==> config.mk <==
export PLATFORM = sky130hd
export DESIGN_NAME = bomb_ctrl
export DESIGN_NICKNAME = d
export VERILOG_FILES = /design/src/rtl/bomb_ctrl.sv
export SDC_FILE = /design/constraint.sdc
export NUM_CORES = 1
export LEC_CHECK = 0
export ABC_AREA = 1
export BUFFER_PORTS_ARGS = -buffer_cell sky130_fd_sc_hd__buf_2
export CAP_MARGIN = 20
export CORE_MARGIN = 2
export CORE_UTILIZATION = 60
export DETAILED_ROUTE_END_ITERATION = 16
export GPL_TIMING_DRIVEN = 0
export PLACE_DENSITY = 0.83
export SYNTH_ARGS = -nofsm -noshare
export SYNTH_HDL_FRONTEND = slang
export SYNTH_SLANG_ARGS = --single-unit
==> constraint.sdc <==
create_clock -name clk -period 6.4 [get_ports clk]
set_input_delay 0.32 -clock clk [delete_from_list [all_inputs] [get_ports clk]]
set_output_delay 0.32 -clock clk [all_outputs]
set_load 0.03 [all_outputs]
==> src/rtl/bomb_ctrl.sv <==
// Bomb fuse/blast controller: arms on a key edge, burns a three-step fuse, then flags wall breaks and blast deaths.
// Optional feature macro: BOMB_CTRL_DEATH_EN (enables the blast-radius death flag; otherwise death is tied to 0).
module bomb_ctrl #(
  parameter int unsigned TICK_DIV   = 25000000,
  parameter int unsigned BOMB_SIZE  = 10,
  parameter int unsigned BREAK_DIST = 20,
  parameter int unsigned WALL_L     = 215,
  parameter int unsigned WALL_R     = 250,
  parameter int unsigned WALL_U     = 125,
  parameter int unsigned WALL_D     = 250,
  parameter int unsigned BLAST_R    = 30
) (
  input  logic       clk,
  input  logic       reset,
  input  logic       active,
  input  logic       level_load,
  input  logic       f_key,
  input  logic [9:0] char_pos_x,
  input  logic [9:0] char_pos_y,
  output logic [9:0] bomb_pos_x,
  output logic [9:0] bomb_pos_y,
  output logic [3:0] b_cnt,
  output logic       busy,
  output logic       explode,
  output logic       b_wall_1_f,
  output logic       death
);

  localparam int unsigned PW = 10;
  localparam int unsigned SW = 11;
  localparam int unsigned TW = (TICK_DIV > 1) ? $clog2(TICK_DIV) : 1;
  localparam logic [TW-1:0] TICK_LAST = TW'(TICK_DIV - 1);

  localparam logic signed [SW-1:0] S_SIZE  = SW'(BOMB_SIZE);
  localparam logic signed [SW-1:0] S_BREAK = SW'(BREAK_DIST);
  localparam logic signed [SW-1:0] S_WL    = SW'(WALL_L);
  localparam logic signed [SW-1:0] S_WR    = SW'(WALL_R);
  localparam logic signed [SW-1:0] S_WU    = SW'(WALL_U);
  localparam logic signed [SW-1:0] S_WD    = SW'(WALL_D);

  localparam logic [1:0] IDLE  = 2'd0;
  localparam logic [1:0] FUSE  = 2'd1;
  localparam logic [1:0] BLAST = 2'd2;

  // Geometry parameters must fit the signed 11-bit gap arithmetic.
  if (BLAST_R > 1023 || BOMB_SIZE > 1023 || BREAK_DIST > 1023) begin : g_param_range
    $error("bomb_ctrl: geometry parameter out of range");
  end

  logic [1:0]    state, state_nx;
  logic [TW-1:0] tick, tick_nx;
  logic          f_prev;
  logic [3:0]    cnt_nx;
  logic [PW-1:0] pos_x_nx, pos_y_nx;
  logic          explode_nx;
  logic          wall_nx;
  logic          key_rise, tick_term;

  logic signed [SW-1:0] bx, by, box_l, box_r, gap;
  logic                 wall_hit;

  assign key_rise  = f_key & ~f_prev;
  assign tick_term = (tick == TICK_LAST);

  // Horizontal gap between the bomb box and the wall box, zero when overlapping.
  always_comb begin
    bx    = signed'(SW'(bomb_pos_x));
    by    = signed'(SW'(bomb_pos_y));
    box_l = bx - S_SIZE;
    box_r = bx + S_SIZE;
    gap   = '0;
    if (box_r < S_WL) begin
      gap = S_WL - box_r;
    end else if (box_l > S_WR) begin
      gap = box_l - S_WR;
    end
    wall_hit = (by >= S_WU) && (by <= S_WD) && (gap < S_BREAK);
  end

  always_comb begin
    state_nx   = state;
    cnt_nx     = b_cnt;
    tick_nx    = tick;
    pos_x_nx   = bomb_pos_x;
    pos_y_nx   = bomb_pos_y;
    explode_nx = 1'b0;
    if (!active) begin
      state_nx = IDLE;
      cnt_nx   = 4'd0;
      tick_nx  = '0;
    end else begin
      case (state)
        IDLE: begin
          if (key_rise) begin
            state_nx = FUSE;
            cnt_nx   = 4'd1;
            tick_nx  = '0;
            pos_x_nx = char_pos_x;
            pos_y_nx = char_pos_y;
          end
        end
        FUSE: begin
          if (tick_term) begin
            tick_nx = '0;
            if (b_cnt >= 4'd2) begin
              state_nx   = BLAST;
              cnt_nx     = 4'd3;
              explode_nx = 1'b1;
            end else begin
              cnt_nx = b_cnt + 4'd1;
            end
          end else begin
            tick_nx = tick + TW'(1);
          end
        end
        BLAST: begin
          if (tick_term) begin
            state_nx = IDLE;
            cnt_nx   = 4'd0;
            tick_nx  = '0;
          end else begin
            tick_nx = tick + TW'(1);
          end
        end
        default: begin
          state_nx = IDLE;
          cnt_nx   = 4'd0;
          tick_nx  = '0;
        end
      endcase
    end
    // A set in the explode cycle wins over a coincident level_load clear.
    wall_nx = b_wall_1_f;
    if (explode_nx && wall_hit) begin
      wall_nx = 1'b1;
    end else if (level_load) begin
      wall_nx = 1'b0;
    end
  end

  always_ff @(posedge clk) begin
    if (reset) begin
      state      <= IDLE;
      tick       <= '0;
      f_prev     <= 1'b0;
      b_cnt      <= 4'd0;
      busy       <= 1'b0;
      explode    <= 1'b0;
      bomb_pos_x <= '0;
      bomb_pos_y <= '0;
      b_wall_1_f <= 1'b0;
    end else begin
      state      <= state_nx;
      tick       <= tick_nx;
      f_prev     <= f_key;
      b_cnt      <= cnt_nx;
      busy       <= (cnt_nx != 4'd0);
      explode    <= explode_nx;
      bomb_pos_x <= pos_x_nx;
      bomb_pos_y <= pos_y_nx;
      b_wall_1_f <= wall_nx;
    end
  end

`ifdef BOMB_CTRL_DEATH_EN
  localparam logic signed [SW-1:0] S_BLAST = SW'(BLAST_R);

  logic signed [SW-1:0] dx, dy, adx, ady;
  logic                 death_hit;
  logic                 death_nx;

  // Character is caught when inside the blast square around the bomb.
  always_comb begin
    dx        = signed'(SW'(char_pos_x)) - bx;
    dy        = signed'(SW'(char_pos_y)) - by;
    adx       = (dx < 0) ? -dx : dx;
    ady       = (dy < 0) ? -dy : dy;
    death_hit = (adx < S_BLAST) && (ady < S_BLAST);
    death_nx  = death;
    if (explode_nx && death_hit) begin
      death_nx = 1'b1;
    end else if (level_load) begin
      death_nx = 1'b0;
    end
  end

  always_ff @(posedge clk) begin
    if (reset) begin
      death <= 1'b0;
    end else begin
      death <= death_nx;
    end
  end
`else
  assign death = 1'b0;
`endif

endmodule

== Word level (Yosys, flattened, before mapping) ==
Cells that the tools add are included.

* Word-level logic and storage cells: 63
* Register bits after elaboration: 55

* Eq/ne operators: 7
* Bitwise gates (word level): 3
* Magnitude comparators: 6
* Reduce and logical (&&, ||, !) cells: 10
* Add/sub/neg operators: 6
* Multiplexer cells: 22

{| class="wikitable"
|+ Operator list
! cell !! count
|-
| two-way mux 25 bit || 2
|-
| case mux 25 bit (2 select lines) || 1
|-
| adder 25 x 1 -> 25 bit (second input constant) || 1
|-
| == test 25 bit (second input constant) || 1
|-
| two-way mux 11 bit || 2
|-
| two-way mux 4 bit || 5
|-
| case mux 4 bit (3 select lines) || 1
|-
| adder 10 x 4 -> 11 bit (second input constant) || 1
|-
| greater-than comparator 11 x 9 -> 1 bit (second input constant) || 1
|-
| less-than comparator 11 x 6 -> 1 bit (second input constant) || 1
|-
| less-than comparator 11 x 9 -> 1 bit (second input constant) || 1
|-
| subtractor 10 x 4 -> 11 bit (second input constant) || 1
|-
| subtractor 11 x 9 -> 11 bit (second input constant) || 1
|-
| subtractor 9 x 11 -> 11 bit (first input constant) || 1
|-
| >= comparator 10 x 7 -> 1 bit (second input constant) || 1
|-
| <= comparator 10 x 8 -> 1 bit (second input constant) || 1
|-
| two-way mux 2 bit || 4
|-
| inequality test 2 bit (second input constant) || 4
|-
| two-way mux 1 bit || 6
|-
| case mux 2 bit (3 select lines) || 1
|-
| adder 4 x 1 -> 4 bit (second input constant) || 1
|-
| >= comparator 4 x 2 -> 1 bit (second input constant) || 1
|-
| AND reduction 4 bit || 1
|-
| nonzero test 4 bit || 1
|-
| 9 further kinds || 13
|}

== Logic depth before layout (Yosys ltp) ==
Gate-level depths: netlist of run 1.

* Depth in word-level cells: 8
* Mapped depth: 18
* Depth with buffers taken out: 18

== Least setup slack after synthesis of run 1 ==
Ideal clock, no wire load.

* Path kind: register to register
* Start point: reg bomb_pos_x[3]
* End point: reg b_wall_1_f
* Setup slack: 4.077 ns
* Stages on the path, launching flop included: 16
* Data required time: 6.269 ns
* Path buffers: 0
* Arrival: 2.192 ns
* Period minus slack after synthesis: 2.323 ns
* Path through: dfxtp_1 > inv_2 > ha_1 > nand2_1 > nand3_1 > and2_1 > ha_1 > a31o_2 > inv_1 > a21oi_1 > nand3_1 > nor2_2 > nor2_1 > nor2_1 > nand2_1 > a21oi_2

* Cells in the longest elaborated chain, start to end: 8
* Elaborated cells on any way between the ends: 13
* Those cells by class: 4 x add/sub; 3 x order compare; 3 x mux; 3 x reduce/logical

{| class="wikitable"
|+ RTL lines
! item !! RTL line !! source
|-
| start, declared || 20 || <nowiki>output logic [9:0] bomb_pos_x,</nowiki>
|-
| start signal, assigned || 159 || <nowiki>bomb_pos_x <= pos_x_nx;</nowiki>
|-
| subtractor 10 x 4 -> 11 bit || 69 || <nowiki>box_l = bx - S_SIZE;</nowiki>
|-
| subtractor 11 x 9 -> 11 bit / greater-than comparator 11 x 9 -> 1 bit (equally long branches) || 75, 74 ||
|-
| two-way mux 11 bit || 74 || <nowiki>end else if (box_l > S_WR) begin</nowiki>
|-
| two-way mux 11 bit * || 72 || <nowiki>if (box_r < S_WL) begin</nowiki>
|-
| less-than comparator 11 x 6 -> 1 bit * || 77 || <nowiki>wall_hit = (by >= S_WU) && (by <= S_WD) && (gap < S_BREAK);</nowiki>
|-
| logical AND 1 bit * || 77 ||
|-
| logical AND 1 bit * || 134 || <nowiki>if (explode_nx && wall_hit) begin</nowiki>
|-
| two-way mux 1 bit / nonzero test 2 bit (equally long branches) || - ||
|-
| end signal, assigned || 161 || <nowiki>b_wall_1_f <= wall_nx;</nowiki>
|-
| end, declared || 25 || <nowiki>output logic b_wall_1_f,</nowiki>
|}

Mark *: on every way between the ends. The rest lies on a longest branch, timed or not.
A chain may end at the register's enable or synchronous reset.

== Final worst setup path of run 1 ==
Ends and elaborated chain as after synthesis.

==> impl_results.md, run 1 <==
- Share of synthesized registers carrying an async set or reset: 0
- Post-synthesis area per instance: 6.702 sq um
- Post-CTS Setup Inserts: 0
- Final #Nets: 633
- Core Region: 0.005851 sq mm
- Antenna violations before repair: 0
- GRT met1 Usage: 0.3137
- Worst setup SP type: flip-flop
- Vias: 3617
- Max Cap Viol: 0
- RePlAce Congestion: 0.9098
- GRT busiest layer: met2
- Post-Route Setup TNS: 0 ps
- RSZ-0062 raised after global routing: false
- Worst Path Max Fanout: 7
- Largest area contributor in the synthesized netlist: dfxtp_1
- WL/cell: 12.65 um
- Pleak: 1.771 nW
- Synth top area cells: dfxtp_1 (31%), nand2_1 (12%), inv_1 (6.9%)
- Post-CTS sizing: 0
- Largest net degree at the start of global routing: 20
- Area share of fa/ha/maj cells after synthesis: 0.05954
- Clock Tree Buf Depth: 2
- Req. time, crit path: 6600 ps
- Final hold vios: 0
- EDFF count, synth: 0
- Crit path cell chain: inv_2, ha_1, nand2_1, nand3_1, and2_1, ha_1, a31o_2, inv_1, a21oi_1, nand3_1, nor2_2, nor2_1, nor2_1, nand2_1, a21oi_2
- Post-route ant nets: 0
- CP Capture Type: flip-flop
- Tot GR Track Use: 0.2656
- Worst-margin pin slew: just under 800 ps
- Effective utilization at floorplan: 0.6106
- Relative slew slack: 0.4830
- Total grt overflow: 0
- Clock transition at path regs: 110 ps
- Port-buffer cells: between 50 and 60
- Largest family of logic cells by synthesized area: simple AND/OR/NAND/NOR gates
- Die H: 81.16 um
- F_max: 425.7 MHz
- Post-synthesis mux area share: 0
- Yosys reg bits: 55
- Setup CP Type: reg2reg
- Final setup viols: 0
- Commonest non-fill, non-tap cell in the layout: nand2_1
- Period utilisation layout: 0.3670
- Multi-input gate area: 0.002148 sq mm
- Critical path buffer and inverter count: 2
- DRC: 0
- Slowest CP cell: dfxtp_1
- Pwr dens: 193.6 mW/mm^2
- Clock latency on the worst-skew pair: 320 ps
- # fillers: 529
- Mapped cell area: 0.003572 sq mm
- Simple-gate share of the synthesized area: 0.3744
- Register area share after synthesis: 0.3082
- Critical path arrival: 2550 ps
- Family with the most delay on the worst path: simple AND/OR/NAND/NOR gates
- Post-Synth XOR/XNOR Area: 0.01226
- Hold WC Path Type: in2reg
- I/O pins: 53
- # diodes: 0
- Maximum VDD drop: 0.1597 mV
- GR Util met3: 0.04222
- Synth Flop Type: dfxtp_1
- First-pass GRT wire length: about 14000 um
- Post-synthesis cell type count: 46
- Share of layout cells above drive strength 1: 0.1774
- CTS Buf Count: 5
- Starting DRT DRC Count: 183
- Final slew viol count: 0
- Via density: 5.423
- Hold_buf cts: 0
- Number of global-route vias before repair: 3385
- Synth Area in Compound Gates: 0.1541
- Most frequent cells in the layout: nand2_1 (116), inv_1 (66), dfxtp_1 (55), buf_2 (53), nor2_1 (44)
- Synth Warn #: 0
- GR Util met2: 0.4769
- H-Tree Depth: 2
- Post-synth top area share: 0.3082
- Clk_skew: approximately 10 ps
- Total die area: 0.006587 sq mm
- Post-layout min period: roughly 2300 ps
- Register Area: around 0.0011 sq mm
- Chip Width: slightly above 80 um
- CTS tree: yes
- Pwr Total: just under 800 uW
- Outcome: completed
- Root Buffer: clkbuf_8
- Row count: 28
- DP Wirelength: 6613 um
- Area Overhead vs Synth: 12.47%
- Post-Route WL: 8435 um
- CP max stage delay: 480 ps
- First drt pass iteration count: 4
- Gate Count Post-Synth: 533
- Clk sinks: 55
- Post-Syn Nets: 575
state kept, by name, indices dropped and copies added, names as in the netlist:
name,flops
b_cnt,4
b_wall_1_f,1
bomb_pos_x,10
bomb_pos_y,10
busy,1
explode,1
f_prev,1
state,2
tick,25
synth_stat cells (3+ instances only):
| library cell | instances |
|---|---|
| nor3_2 | 5 |
| o21a_1 | 4 |
| nor3_1 | 16 |
| inv_1 | 66 |
| xor2_1 | 4 |
| nor3b_1 | 4 |
| dfxtp_1 | 55 |
| nand3_1 | 43 |
| nand2_2 | 11 |
| nor2_1 | 44 |
| o21ai_0 | 29 |
| nand2_4 | 3 |
| nor2_2 | 7 |
| a21oi_1 | 43 |
| nand2_1 | 116 |
| o21ai_1 | 3 |
| o211ai_1 | 4 |
| nand4_1 | 14 |
| clkbuf_1 | 5 |
| ha_1 | 17 |
| nor2_4 | 5 |
worst paths after layout:
| check | to | startpoint | slack [ps] | cells past startpoint |
|---|---|---|---|---|
| worst max-delay path | b_wall_1_f$_SDFFE_PP0P_ | bomb_pos_x[3]$_SDFFE_PP0P_ | 4050 | 15 |
| worst min-delay path | f_prev$_SDFF_PP0_ | f_key | 240 | 3 |
| worst max register to register | b_wall_1_f$_SDFFE_PP0P_ | bomb_pos_x[3]$_SDFFE_PP0P_ | 4050 | 15 |
| worst min register to register | tick[19]$_SDFFE_PP0N_ | tick[19]$_SDFFE_PP0N_ | 480 | 2 |
layout make-up:
type                       instances  area share
multi-input combinational        397      0.5347
sequential                        55      0.2741
inverter                          70     0.06571
timing repair buffer              51     0.06353
tap                               75     0.02336
clock buffer                       5     0.01713
buffer                            11     0.01464
clock inverter                     3    0.006851
cell families (layout without fill, tap and decap cells):
kind of cell	count (synthesis)	count (layout)
compound gates	96	96
flops	55	55
fa+ha+maj	17	17
buf+inv	81	140
xor+xnor	5	5
other cells	1	1
simple gates	278	278
per-stage QoR:
step | worst slack, ps | cells | hold WS (ps) | util | instance area (sq um)
floorplan | 4077 | 533 | 443.0 | - | 3572
global route | 3718 | 667 | 255.6 | 0.6867 | 4018
finish | 4051 | 667 | 244.9 | 0.6867 | 4018
global placement | 4121 | 659 | 449.9 | 0.6702 | 3921
CTS | 4058 | 667 | 244.6 | 0.6867 | 4018
detailed placement | 4078 | 659 | 462.9 | 0.6702 | 3921
worst register-to-register path: stages (launching register included):
cell and delay (ps):
dfxtp_1 480, inv_2 130, ha_1 190, nand2_1 120
nand3_1 100, and2_1 190, ha_1 300, a31o_2 220
inv_1 50, a21oi_1 40, nand3_1 110, nor2_2 40
nor2_1 100, nor2_1 60, nand2_1 70, a21oi_2 50
power by group:
group	switching (mW)	internal [mW]
clock network	0.122	0.0806
registers	0.0135	0.354
logic	0.139	0.0688
per-layer routing:
layer / routed length [um] / vias to the layer above
met5: 0 / -
met4: 119 / 0
met3: 319 / 10
met2: 4274 / 71
met1: 3722 / 1669
li1: - / 1867
Note: power is estimated with default switching activity, not from simulation.
==> run 2, diff against run 1 <==
- ABC_AREA: 1 -> 0
- CORE_UTILIZATION: 60 -> 51
- PLACE_DENSITY: 0.83 -> 0.76
- clock period: 6.4 -> 2 ns (I/O delays scaled with it)
==> run 2 against run 1 <==
The run now ends with setup timing left; clock-buffer cell count is 1 higher; die area is 3.3% higher; total power grew to 3.0 times the previous value; clock skew is 1.8 ps higher; setup slack worse by 4100 ps; cell count is 19% lower; maximum frequency is 12% higher; cell area is 0.34% lower; global-route usage is 2.8 points lower.
==> impl_results.md, run 2 <==
- Final non-filler cell total: 539
- Critical path arrival: ~2400 ps
- Post-synthesis cell type count: 59
- Most numerous cell in the Yosys netlist: nand2_1
- Post-layout min period: around 2100 ps
- Area Overhead vs Synth: 27.49%
- RSZ-0062 raised after global routing: true
- Tot GR Track Use: 0.2372
- Post-route ant nets: 0
- Top Registers: tick (25), bomb_pos_x (10), bomb_pos_y (10)
- Critical path buffer and inverter count: 2
- Max Cap Viol: 0
- Share of synthesized registers carrying an async set or reset: 0
- EDFF count, synth: 0
- # fillers: roughly 480
- Sequential fraction of design power: 0.495
- Chip Width: 82.47 um
- Post-Route WL: 7934 um
- Synth top area cells: dfxtp_1 (35%), nand2_1 (7.9%), ha_1 (6.4%)
- Max FFs per register: 25
- Maximum VDD drop: 0.4120 mV
- Clock transition at path regs: 100 ps
- Number of global-route vias before repair: 2717
- Starting DRT DRC Count: 156
- Placed cells: about 500
- Total die area: 0.006801 sq mm
- Pleak: ~1.6 nW
- Worst-margin pin slew: approximately 660 ps
- DP Wirelength: 5260 um
- Post-synthesis area per instance: 8.115 sq um
- Root Buffer: clkbuf_8
- Row count: 28
- Outcome: finished with violations
- Effective utilization at floorplan: 0.5304
- Hold WC Path Type: in2reg
- RePlAce Congestion: 0.8735
- Final #Nets: approximately 500
- P_int: between 1.5 and 2 mW
- Clock latency on the worst-skew pair: roughly 310 ps
- Port-buffer cells: 51
- Clock Tree Buf Depth: 2
- Largest area contributor in the synthesized netlist: dfxtp_1
- Gate Count Post-Synth: 387
- DRC: 0
- Clk sinks: between 50 and 60
- Synth Warn #: 0
- CP max stage delay: 380 ps
- Yosys reg bits: 55
- First-pass GRT wire length: 12530 um
- Die H: 82.47 um
- F_max: 477.0 MHz
- I/O pins: 53
- Final slew viol count: 0
- Hold_buf cts: 0
- Clk pwr share: 0.332
- Crit path cell chain: buf_12, ha_4, a21oi_4, buf_6, nor2_1, xnor2_1, mux2_2, o2111ai_2, o211a_1
- Final hold vios: 0
- WL/cell: roughly 15 um
- Via density: about 5.6
- # diodes: 0
- Family with the most delay on the worst path: compound AO/OA/AOI/OAI gates
- CTS tree: yes
- Slowest CP cell: dfxtp_4
- Largest net degree at the start of global routing: 17
- Register area share after synthesis: 0.3506
- Pwr dens: ~580 mW/mm^2
- H-Tree Depth: 2
- Gate power share: 0.173
- Period utilisation layout: 1.048
- Final setup viols: 2
- CTS Buf Count: 5
- Most flops, register: tick
- Commonest non-fill, non-tap cell in the layout: nand2_1
- Failing checks: setup timing
- Worst setup margin: -96.32 ps
- Worst Path Max Fanout: 4
- Net Sw Frac: 0.2685
- Total grt overflow: 0
- Synth Flop Type: dfxtp_1
- Relative slew slack: 0.5560
- Antenna violations before repair: 0
- Net Sw Power: 618.6 uW
- Worst setup SP type: flip-flop
- Vias: 2994
- Most instantiated cells after synthesis: nand2_1 (66), dfxtp_1 (55), nor2_1 (39)
- Setup CP Type: reg2reg
- Final hold slack: 11.45 ps
- Req. time, crit path: 2260 ps
- Clk_skew: between 10 and 15 ps
- Most frequent cells in the layout: nand2_1 (66), buf_2 (53), dfxtp_1 (41), nor2_1 (39), a21oi_1 (32)
- Post-Syn Nets: 428
- First drt pass iteration count: 5
- Mapped cell area: 0.003141 sq mm
- Post-synth top area share: 0.3506
- Core Region: 0.005921 sq mm
- CP Capture Type: flip-flop
- Share of layout cells above drive strength 1: 0.3017
run 2: changes by cell type after synthesis, sizes merged, moves of 7 or more:
cell / previous run / this run
nand3: 45 / 12
nor2: 56 / 40
nand4: 14 / 5
a21oi: 44 / 34
o21ai: 32 / 10
nor2b: 0 / 7
nand2: 130 / 66
inv: 68 / 12
xor2: 4 / 19
xnor2: 1 / 14
nor3: 21 / 9
run 2: worst paths after layout:
check,startpoint,end,slack (ps),cells after the start
hold reg to reg,tick[1]$_SDFFE_PP0N_,tick[1]$_SDFFE_PP0N_,480,2
setup / recovery,bomb_pos_x[2]$_SDFFE_PP0P_,b_wall_1_f$_SDFFE_PP0P_,-100,9
hold / removal,char_pos_x[1],bomb_pos_x[1]$_SDFFE_PP0P_,10,3
setup reg to reg,bomb_pos_x[2]$_SDFFE_PP0P_,b_wall_1_f$_SDFFE_PP0P_,-100,9
run 2: power by group through the flow:
stage	Sequential [mW]	Combinational, mW	Clock, mW
floorplan	1.20	0.201	0
finish	1.14	0.400	0.765
detailed placement	1.17	0.333	0
CTS	1.14	0.377	0.781
global placement	1.16	0.327	0
global route	1.14	0.436	0.822
run 2: per-stage QoR:
| stage | TNS (ps) | cell area (sq um) | total power, mW | worst slack [ps] | util |
|---|---|---|---|---|---|
| 6_report | -97.75 | 4004 | 2.304 | -96.32 | 0.6762 |
| 5_1_grt | -417.0 | 4004 | 2.402 | -189.8 | 0.6762 |
| 4_1_cts | -63.16 | 3882 | 2.297 | -63.16 | 0.6557 |
| 3_5_place_dp | -1553 | 3545 | 1.498 | -292.1 | 0.5987 |
| 3_3_place_gp | -463.5 | 3545 | 1.492 | -263.1 | 0.5987 |
| 2_1_floorplan | -104.6 | 3196 | 1.402 | -104.6 | - |
run 2: cells by family (layout without fill, tap and decap cells):
kind of cell               count (synthesis)  after routing  synth area share
and+or+nand+nor                          175            175            0.2753
buffers and inverters                     30            107           0.04143
adders and majority gates                 16             16           0.06374
xor gates and xnor gates                  33             33           0.09203
muxes                                      3              3          0.009960
other                                      1              1          0.001194
AOI/OAI and AO/OA                         74             74            0.1657
DFF                                       55             55            0.3506
run 2: area by class of cell:
| cell class | instances | area (sq um) | share of cell area |
|---|---|---|---|
| multi-input combinational | 302 | 2103 | 0.5253 |
| sequential | 55 | 1126 | 0.2812 |
| timing repair buffer | 69 | 410.4 | 0.1025 |
| buffer | 18 | 107.6 | 0.02687 |
| tap | 75 | 93.84 | 0.02344 |
| clock buffer | 6 | 82.58 | 0.02063 |
| inverter | 12 | 45.04 | 0.01125 |
| clock inverter | 2 | 35.03 | 0.008750 |
run 2: repair_timing:
item,4_1_cts,5_1_grt
resized for setup,24,22
cloned,0,0
endpoints found under the setup margin,23,25
buffers inserted,12,6
pin swaps,17,8
run 2: per-layer routing:
| layer | vias to the layer above | track usage | part of all wire |
|---|---|---|---|
| met3 | 16 | 0.03804 | 0.045 |
| met1 | 1406 | 0.2961 | 0.43 |
| met4 | 0 | 0.06667 | 0.018 |
| met5 | - | 0 | 0 |
| met2 | 89 | 0.4202 | 0.50 |
| li1 | 1483 | - | - |
run 2: worst register-to-register path: stages, from the launching register on:
cell and delay [ps]:
dfxtp_4 380, buf_12 120, ha_4 150, a21oi_4 210
buf_6 150, nor2_1 60, xnor2_1 270, mux2_2 380
o2111ai_2 160, o211a_1 170
